## src/rtl/adv7393_timing_gen.sv

```systemverilog
// Raster timing generator for an ADV7393 pixel port: free-running H/V counters
// with registered DE, syncs and start strobes, under a start/stop/drain control FSM.
module adv7393_timing_gen #(
  parameter int unsigned H_ACTIVE = 720,
  parameter int unsigned H_FP     = 16,
  parameter int unsigned H_SYNC   = 62,
  parameter int unsigned H_TOTAL  = 858,
  parameter int unsigned V_ACTIVE = 480,
  parameter int unsigned V_FP     = 9,
  parameter int unsigned V_SYNC   = 6,
  parameter int unsigned V_TOTAL  = 525
) (
  input  logic        clk,
  input  logic        rst_n,
  input  logic        start,
  input  logic        stop,
  output logic        busy,
  output logic [10:0] pix_x,
  output logic [9:0]  pix_y,
  output logic        de,
  output logic        hsync_n,
  output logic        vsync_n,
  output logic        frame_start,
  output logic        line_start
);

  localparam int unsigned XW = (H_TOTAL > 1) ? $clog2(H_TOTAL) : 1;
  localparam int unsigned YW = (V_TOTAL > 1) ? $clog2(V_TOTAL) : 1;
  localparam int unsigned XC = XW + 1;
  localparam int unsigned YC = YW + 1;

  localparam logic [XW-1:0] X_LAST   = XW'(H_TOTAL - 1);
  localparam logic [YW-1:0] Y_LAST   = YW'(V_TOTAL - 1);
  // One extra bit so a window edge equal to the total still fits.
  localparam logic [XC-1:0] X_DE_END = XC'(H_ACTIVE);
  localparam logic [XC-1:0] X_HS_BEG = XC'(H_ACTIVE + H_FP);
  localparam logic [XC-1:0] X_HS_END = XC'(H_ACTIVE + H_FP + H_SYNC);
  localparam logic [YC-1:0] Y_DE_END = YC'(V_ACTIVE);
  localparam logic [YC-1:0] Y_VS_BEG = YC'(V_ACTIVE + V_FP);
  localparam logic [YC-1:0] Y_VS_END = YC'(V_ACTIVE + V_FP + V_SYNC);

  typedef enum logic [1:0] {
    S_IDLE  = 2'd0,
    S_RUN   = 2'd1,
    S_DRAIN = 2'd2
  } state_t;

  state_t        r_state;
  state_t        w_state_nxt;
  logic [XW-1:0] r_x;
  logic [YW-1:0] r_y;
  logic [XW-1:0] w_x_nxt;
  logic [YW-1:0] w_y_nxt;
  logic          w_last_x;
  logic          w_last_pix;

  logic          r_de;
  logic          r_hsync_n;
  logic          r_vsync_n;
  logic          r_frame_start;
  logic          r_line_start;
  logic          w_busy_nxt;
  logic          w_de_nxt;
  logic          w_hsync_n_nxt;
  logic          w_vsync_n_nxt;
  logic          w_frame_start_nxt;
  logic          w_line_start_nxt;

  assign w_last_x   = (r_x == X_LAST);
  assign w_last_pix = w_last_x && (r_y == Y_LAST);

  // State register
  always_ff @(posedge clk or negedge rst_n) begin
    if (!rst_n) begin
      r_state <= S_IDLE;
    end else begin
      r_state <= w_state_nxt;
    end
  end

  // Next-state logic; start always wins over a simultaneous stop.
  always_comb begin
    w_state_nxt = r_state;
    case (r_state)
      S_IDLE: begin
        if (start) w_state_nxt = S_RUN;
      end
      S_RUN: begin
        if (stop && !start) w_state_nxt = w_last_pix ? S_IDLE : S_DRAIN;
      end
      S_DRAIN: begin
        if (start)           w_state_nxt = S_RUN;
        else if (w_last_pix) w_state_nxt = S_IDLE;
      end
      default: w_state_nxt = S_IDLE;
    endcase
  end

  // Next counter position; held at the origin whenever the next state is idle.
  always_comb begin
    w_x_nxt = '0;
    w_y_nxt = '0;
    if (r_state != S_IDLE && w_state_nxt != S_IDLE) begin
      if (!w_last_x) begin
        w_x_nxt = r_x + 1'b1;
        w_y_nxt = r_y;
      end else begin
        w_x_nxt = '0;
        w_y_nxt = (r_y == Y_LAST) ? '0 : r_y + 1'b1;
      end
    end
  end

  // Output decode against the next position, so the registered flags line up
  // with the counter value they describe.
  always_comb begin
    w_busy_nxt        = (w_state_nxt != S_IDLE);
    w_de_nxt          = w_busy_nxt
                        && ({1'b0, w_x_nxt} < X_DE_END)
                        && ({1'b0, w_y_nxt} < Y_DE_END);
    w_hsync_n_nxt     = !(w_busy_nxt
                        && ({1'b0, w_x_nxt} >= X_HS_BEG)
                        && ({1'b0, w_x_nxt} <  X_HS_END));
    w_vsync_n_nxt     = !(w_busy_nxt
                        && ({1'b0, w_y_nxt} >= Y_VS_BEG)
                        && ({1'b0, w_y_nxt} <  Y_VS_END));
    w_line_start_nxt  = w_busy_nxt && (w_x_nxt == '0);
    w_frame_start_nxt = w_line_start_nxt && (w_y_nxt == '0);
  end

  always_ff @(posedge clk or negedge rst_n) begin
    if (!rst_n) begin
      r_x           <= '0;
      r_y           <= '0;
      r_de          <= 1'b0;
      r_hsync_n     <= 1'b1;
      r_vsync_n     <= 1'b1;
      r_frame_start <= 1'b0;
      r_line_start  <= 1'b0;
    end else begin
      r_x           <= w_x_nxt;
      r_y           <= w_y_nxt;
      r_de          <= w_de_nxt;
      r_hsync_n     <= w_hsync_n_nxt;
      r_vsync_n     <= w_vsync_n_nxt;
      r_frame_start <= w_frame_start_nxt;
      r_line_start  <= w_line_start_nxt;
    end
  end

  assign busy        = (r_state != S_IDLE);
  assign pix_x       = 11'(r_x);
  assign pix_y       = 10'(r_y);
  assign de          = r_de;
  assign hsync_n     = r_hsync_n;
  assign vsync_n     = r_vsync_n;
  assign frame_start = r_frame_start;
  assign line_start  = r_line_start;

endmodule

```

## config.mk

```make
export PLATFORM = sky130hd
export DESIGN_NAME = adv7393_timing_gen
export DESIGN_NICKNAME = d
export VERILOG_FILES = /design/src/rtl/adv7393_timing_gen.sv
export SDC_FILE = /design/constraint.sdc
export NUM_CORES = 1
export LEC_CHECK = 0
export ABC_AREA = 1
export CORE_UTILIZATION = 50
export CTS_BUF_LIST = sky130_fd_sc_hd__clkbuf_8
export CTS_CLUSTER_DIAMETER = 30
export DETAILED_ROUTE_END_ITERATION = 8
export MAX_ROUTING_LAYER = met4
export PLACE_DENSITY = 0.75
export SETUP_SLACK_MARGIN = 0.4
export SYNTH_ARGS = -nofsm -noshare
export SYNTH_HDL_FRONTEND = slang
export SYNTH_SLANG_ARGS = --single-unit
```

## constraint.sdc

```tcl
create_clock -name clk -period 2.5 [get_ports clk]
set_clock_uncertainty 0.2 [all_clocks]
set_input_delay 0.375 -clock clk [delete_from_list [all_inputs] [get_ports clk]]
set_output_delay 0.375 -clock clk [all_outputs]
set_load 0.005 [all_outputs]
```

After elaboration in Yosys (flattened, before gate mapping)
Index checks and enable logic that the tools add are counted.

storage, ports and cells
  register bits = 27

cells by class
  add/subtract/negate cells = 2
  $lt $le $gt $ge = 6
  equality and inequality tests = 4
  muxes and demuxes = 11
  reduce and logical (&&, ||, !) cells = 19

operators with widths
  kind                     count
  $mux W10                 5
  $add A10 B1 Y10 const B  2
  $eq A10 B10 Y1 const B   2
  $logic_not A10 Y1        2
  $lt A10 B10 Y1 const B   2
  $lt A10 B9 Y1 const B    2
  $logic_and A1 B1 Y1      11
  $ge A10 B10 Y1 const B   1
  $ge A10 B9 Y1 const B    1
  $mux W2                  5
  $pmux W2 S3              1
  $reduce_bool A2 Y1       2
  $logic_not A1 Y1         3
  $eq A2 B1 Y1 const B     1
  $eq A2 B2 Y1 const B     1
  $logic_not A2 Y1         1

Logic depth before layout (Yosys ltp)
  word-level depth = 12
  depth in mapped cells = 15
  depth with buffers taken out = 15

Least setup slack after synthesis
OpenSTA, ideal clock, no wires.

  path type = register to register
  start point = register r_x[1]
  end point = register r_frame_start (netlist: frame_start)
  data arrival time = 1666 ps
  slack = 563 ps
  cell stages (with the launch flop) = 14
  path buffers = 1
  path through = dfrtp_1 -> inv_1 -> ha_1 -> inv_1 -> nor2_1 -> nand3_2 -> nor2_2 -> buf_6 -> nand2_1 -> xor2_1 -> nor2_4 -> nor2_1 -> nand3_1 -> nor2_1

RTL lines
  what                               line    source
  from (decl)                        50      logic [XW-1:0] r_x;
  from (signal assigned)             141     r_x <= w_x_nxt;
  $eq A10 B10 Y1 *                   69      assign w_last_x = (r_x == X_LAST);
  $logic_and A1 B1 Y1                70      assign w_last_pix = w_last_x && (r_y == Y_LAST);
  $mux W2, on equally long branches  93, 89
  $mux W2, on equally long branches  92, 89
  $pmux W2 S3                        84      case (r_state)
  $reduce_bool A2 Y1                 103     if (r_state != S_IDLE && w_state_nxt != S_IDLE) begin
  $logic_and A1 B1 Y1                103
  $mux W10 *                         103
  net w_y_nxt[3]                     53      logic [YW-1:0] w_y_nxt;
  $logic_not A10 Y1 *                128     w_frame_start_nxt = w_line_start_nxt && (w_y_nxt == '0);
  $logic_and A1 B1 Y1 *              128
  net w_frame_start_nxt              66      logic w_frame_start_nxt;
  to (signal assigned)               146     r_frame_start <= w_frame_start_nxt;
  to (decl)                          60      logic r_frame_start;

Mark *: on every way through the listed nets, which the timed path passes. The rest lies on a longest branch.

Worst setup path after layout
  start point = input stop
  end point = register r_de (netlist: de)

RTL lines
  what                  line  source
  from (decl)           16    input logic stop,
  $logic_and A1 B1 Y1   89    if (stop && !start) w_state_nxt = w_last_pix ? S_IDLE : S_DRAIN;
  $mux W2               89
  $pmux W2 S3           84
  $reduce_bool A2 Y1    103
  $logic_and A1 B1 Y1   103
  $mux W10              103
  net w_y_nxt[9]        53
  $lt A10 B9 Y1         120   && ({1'b0, w_y_nxt} < Y_DE_END);
  $logic_and A1 B1 Y1   120
  net w_de_nxt          63    logic w_de_nxt;
  to (signal assigned)  143   r_de <= w_de_nxt;
  to (decl)             57    logic r_de;

The timed path passes the listed nets, and every way through them passes these cells.

==> run metrics <==
outcome=complete, no violations; layout cell share with drive strength beyond 1=0.1743; Layout Cells excl Fill=375; maximum fanout along the worst path=14; drt first pass iters=4; Crit path max-delay family=simple AND/OR/NAND/NOR gates; highest ir drop seen on vdd=between 0.0003 and 0.0004 V; top cell type's share of synthesized area=0.3257; Ys Warns=0; drt total wl=4.758 mm; Maximum Capacitance Violations=0; clk root buf=clkbuf_8; syn avg cell area=around 6.6 um2; largest net degree at the start of global routing=28; count of unique library cells instantiated by Yosys=30; H-tree levels=1; pre-CTS setup slack=145.7 ps; CP max stage delay=around 460 ps; commonest cells after routing, fill and taps aside=nand2_1, inv_1, nor2_1; Initial Utilization=0.5246; hpwl dp=3.444 mm; port bufs=29; Routed Antenna Nets=0; DR vias=~1.9k; register bit count reported by yosys=27; most common cell after layout, fill and taps aside=nand2_1; worst r2r dst=vsync_n; worst hold slack=264.3 ps; GRT Total Usage=0.2469; grt ovf=0; Die Ht=~64 um; crit path launch type=input port; clock sinks=27; Layout area overhead=30.16%; CP max stage cell=clkdlybuf4s50_1; grt met1 use=0.3541; # rows=22; Hold Path Class=input port to async pin; CTS Buffer Depth=2; ranking of synthesized cells by area=dfrtp_1, nand2_1, inv_1; core area=0.003661 mm2; residual DRC count=0; ANT cells=0; sequential-to-total area share from yosys stat=0.3531; Tcrit/Tclk final=0.8479; synthesized instance count=290; fin crit period=approximately 2100 ps; Nets=~340; grt peak-use layer=met2; placed cell count=about 370; final setup violation count=0; Netlist Area Pre-Place=0.001921 mm2; Pleak=roughly 1.3 nW; Reg2Reg Depth=13; Setup Crit Path Kind=input port to flop; CTS Buf Count=3; Data required, critical path=2470 ps; post-synth net total=298; I/O pin count=31; RePlAce Congestion=roughly 0.88; worst path bufs/invs=2; final hold vios=0; met2 Usage GRT=0.3657; CP Depth=12; RSZ-0062 raised after global routing=yes; Die X=around 64 um; CTS tree=yes; initial antenna violation count=0; CP cell instances=clkdlybuf4s50_1 -> inv_1 -> nand2_1 -> nand2_1 -> nor3_1 -> nand2_4 -> nand2_8 -> nand2_1 -> nor2_1 -> nor2_1 -> nand3_1 -> nor2_1; Critical Path AT=2090 ps; Clock transition at path regs=90 ps; routed len/inst=12.69 um; hold buffers post-CTS=0; vias in the first global route=~1.7k; Die Area=0.004093 mm2; Setup crit end kind=flop; Max Slew Vio Count=0; M3 GR Usage=0.03036; R2R setup slack=400 ps; area leader, netlist=dfrtp_1; clk_lat worst skew=between 200 and 300 ps; Vias/cell=between 5 and 6; FF-to-FF Start=r_x[1]; Core Util, Final=0.6828; pwr/cell area=425.3 mW/mm2; first-pass GRT wire length=around 7.6 mm; Iter 0 DRT Violations=117; setup TNS=0 ps; fmax=471.7 MHz; Final WS setup=380.2 ps
-- registers in the layout (all words and copies together) (netlist names) --
register,flops
de,1
frame_start,1
hsync_n,1
line_start,1
pix_y,10
r_state,2
r_x,10
vsync_n,1
-- power breakdown --
group          internal (mW)  switching [mW]
sequential             0.469          0.0264
clock                  0.113           0.145
combinational          0.141           0.169
total                  0.723           0.340
-- worst reg2reg max path: cells and delay by family, from the launching register on --
kind	cells	cell delay, ps
xor gates and xnor gates	1	170
adders and majority gates	1	120
buffers and inverters	3	260
DFF	1	400
and+or+nand+nor	8	870
-- worst max-delay path by stage --
stage / start / to / slack [ps]
CTS: r_state[0] / busy / 400
global placement: stop / de / 200
floorplan: r_x[1] / frame_start / 560
global route: r_x[1] / vsync_n / 270
finish: stop / de / 380
detailed placement: start / de / 150
-- synth_stat cells, drive strengths merged --
cell type	n
nand4	10
o21bai	1
dfstp	2
a21oi	7
dfrtp	25
xor2	3
o21ai	3
nand3b	1
buf	5
nor2	50
xnor2	1
and2	1
nand2	77
inv	55
o211ai	3
ha	4
nand3	35
clkbuf	1
conb	1
nor3	5
-- metrics by stage --
stage          area, um2  power [mW]
2_1_floorplan       1921      0.6351
3_3_place_gp        2257      0.7426
3_5_place_dp        2257      0.7474
4_1_cts             2382       1.019
5_1_grt             2500       1.127
6_report            2500       1.063
-- repair_timing --
| item | 4_1_cts | 5_1_grt |
|---|---|---|
| pin swaps | 4 | 8 |
| resized for setup | 14 | 27 |
| endpoints found under the hold margin | 0 | 0 |
| setup endpoints to repair | 6 | 7 |
| setup buffers | 3 | 1 |
-- layout make-up --
cell class / count / area (um2)
inverter: 55 / 209.0
clock inverter: 1 / 7.507
fill: 304 / 1161
timing repair buffer: 39 / 372.9
multi-input combinational: 202 / 1127
tap: 48 / 60.06
clock buffer: 3 / 41.29
sequential: 27 / 681.9
-- kinds of logic (layout without fill, tap and decap cells) --
group           after synthesis  in the layout  share of synthesized area
fa+ha+maj                     4              4                    0.02606
simple gates                179            179                     0.4182
flops                        27             27                     0.3531
buf+inv                      61             98                     0.1381
compound gates               14             14                    0.04429
xor+xnor                      4              4                    0.01824
other cells                   1              1                   0.001953
-- layer usage --
layer	part of all wire	routed length, um
met5	0	0
met2	0.47	2224
met4	0.0088	42
met3	0.048	228
met1	0.48	2263
(Power assumes the default switching activity.)
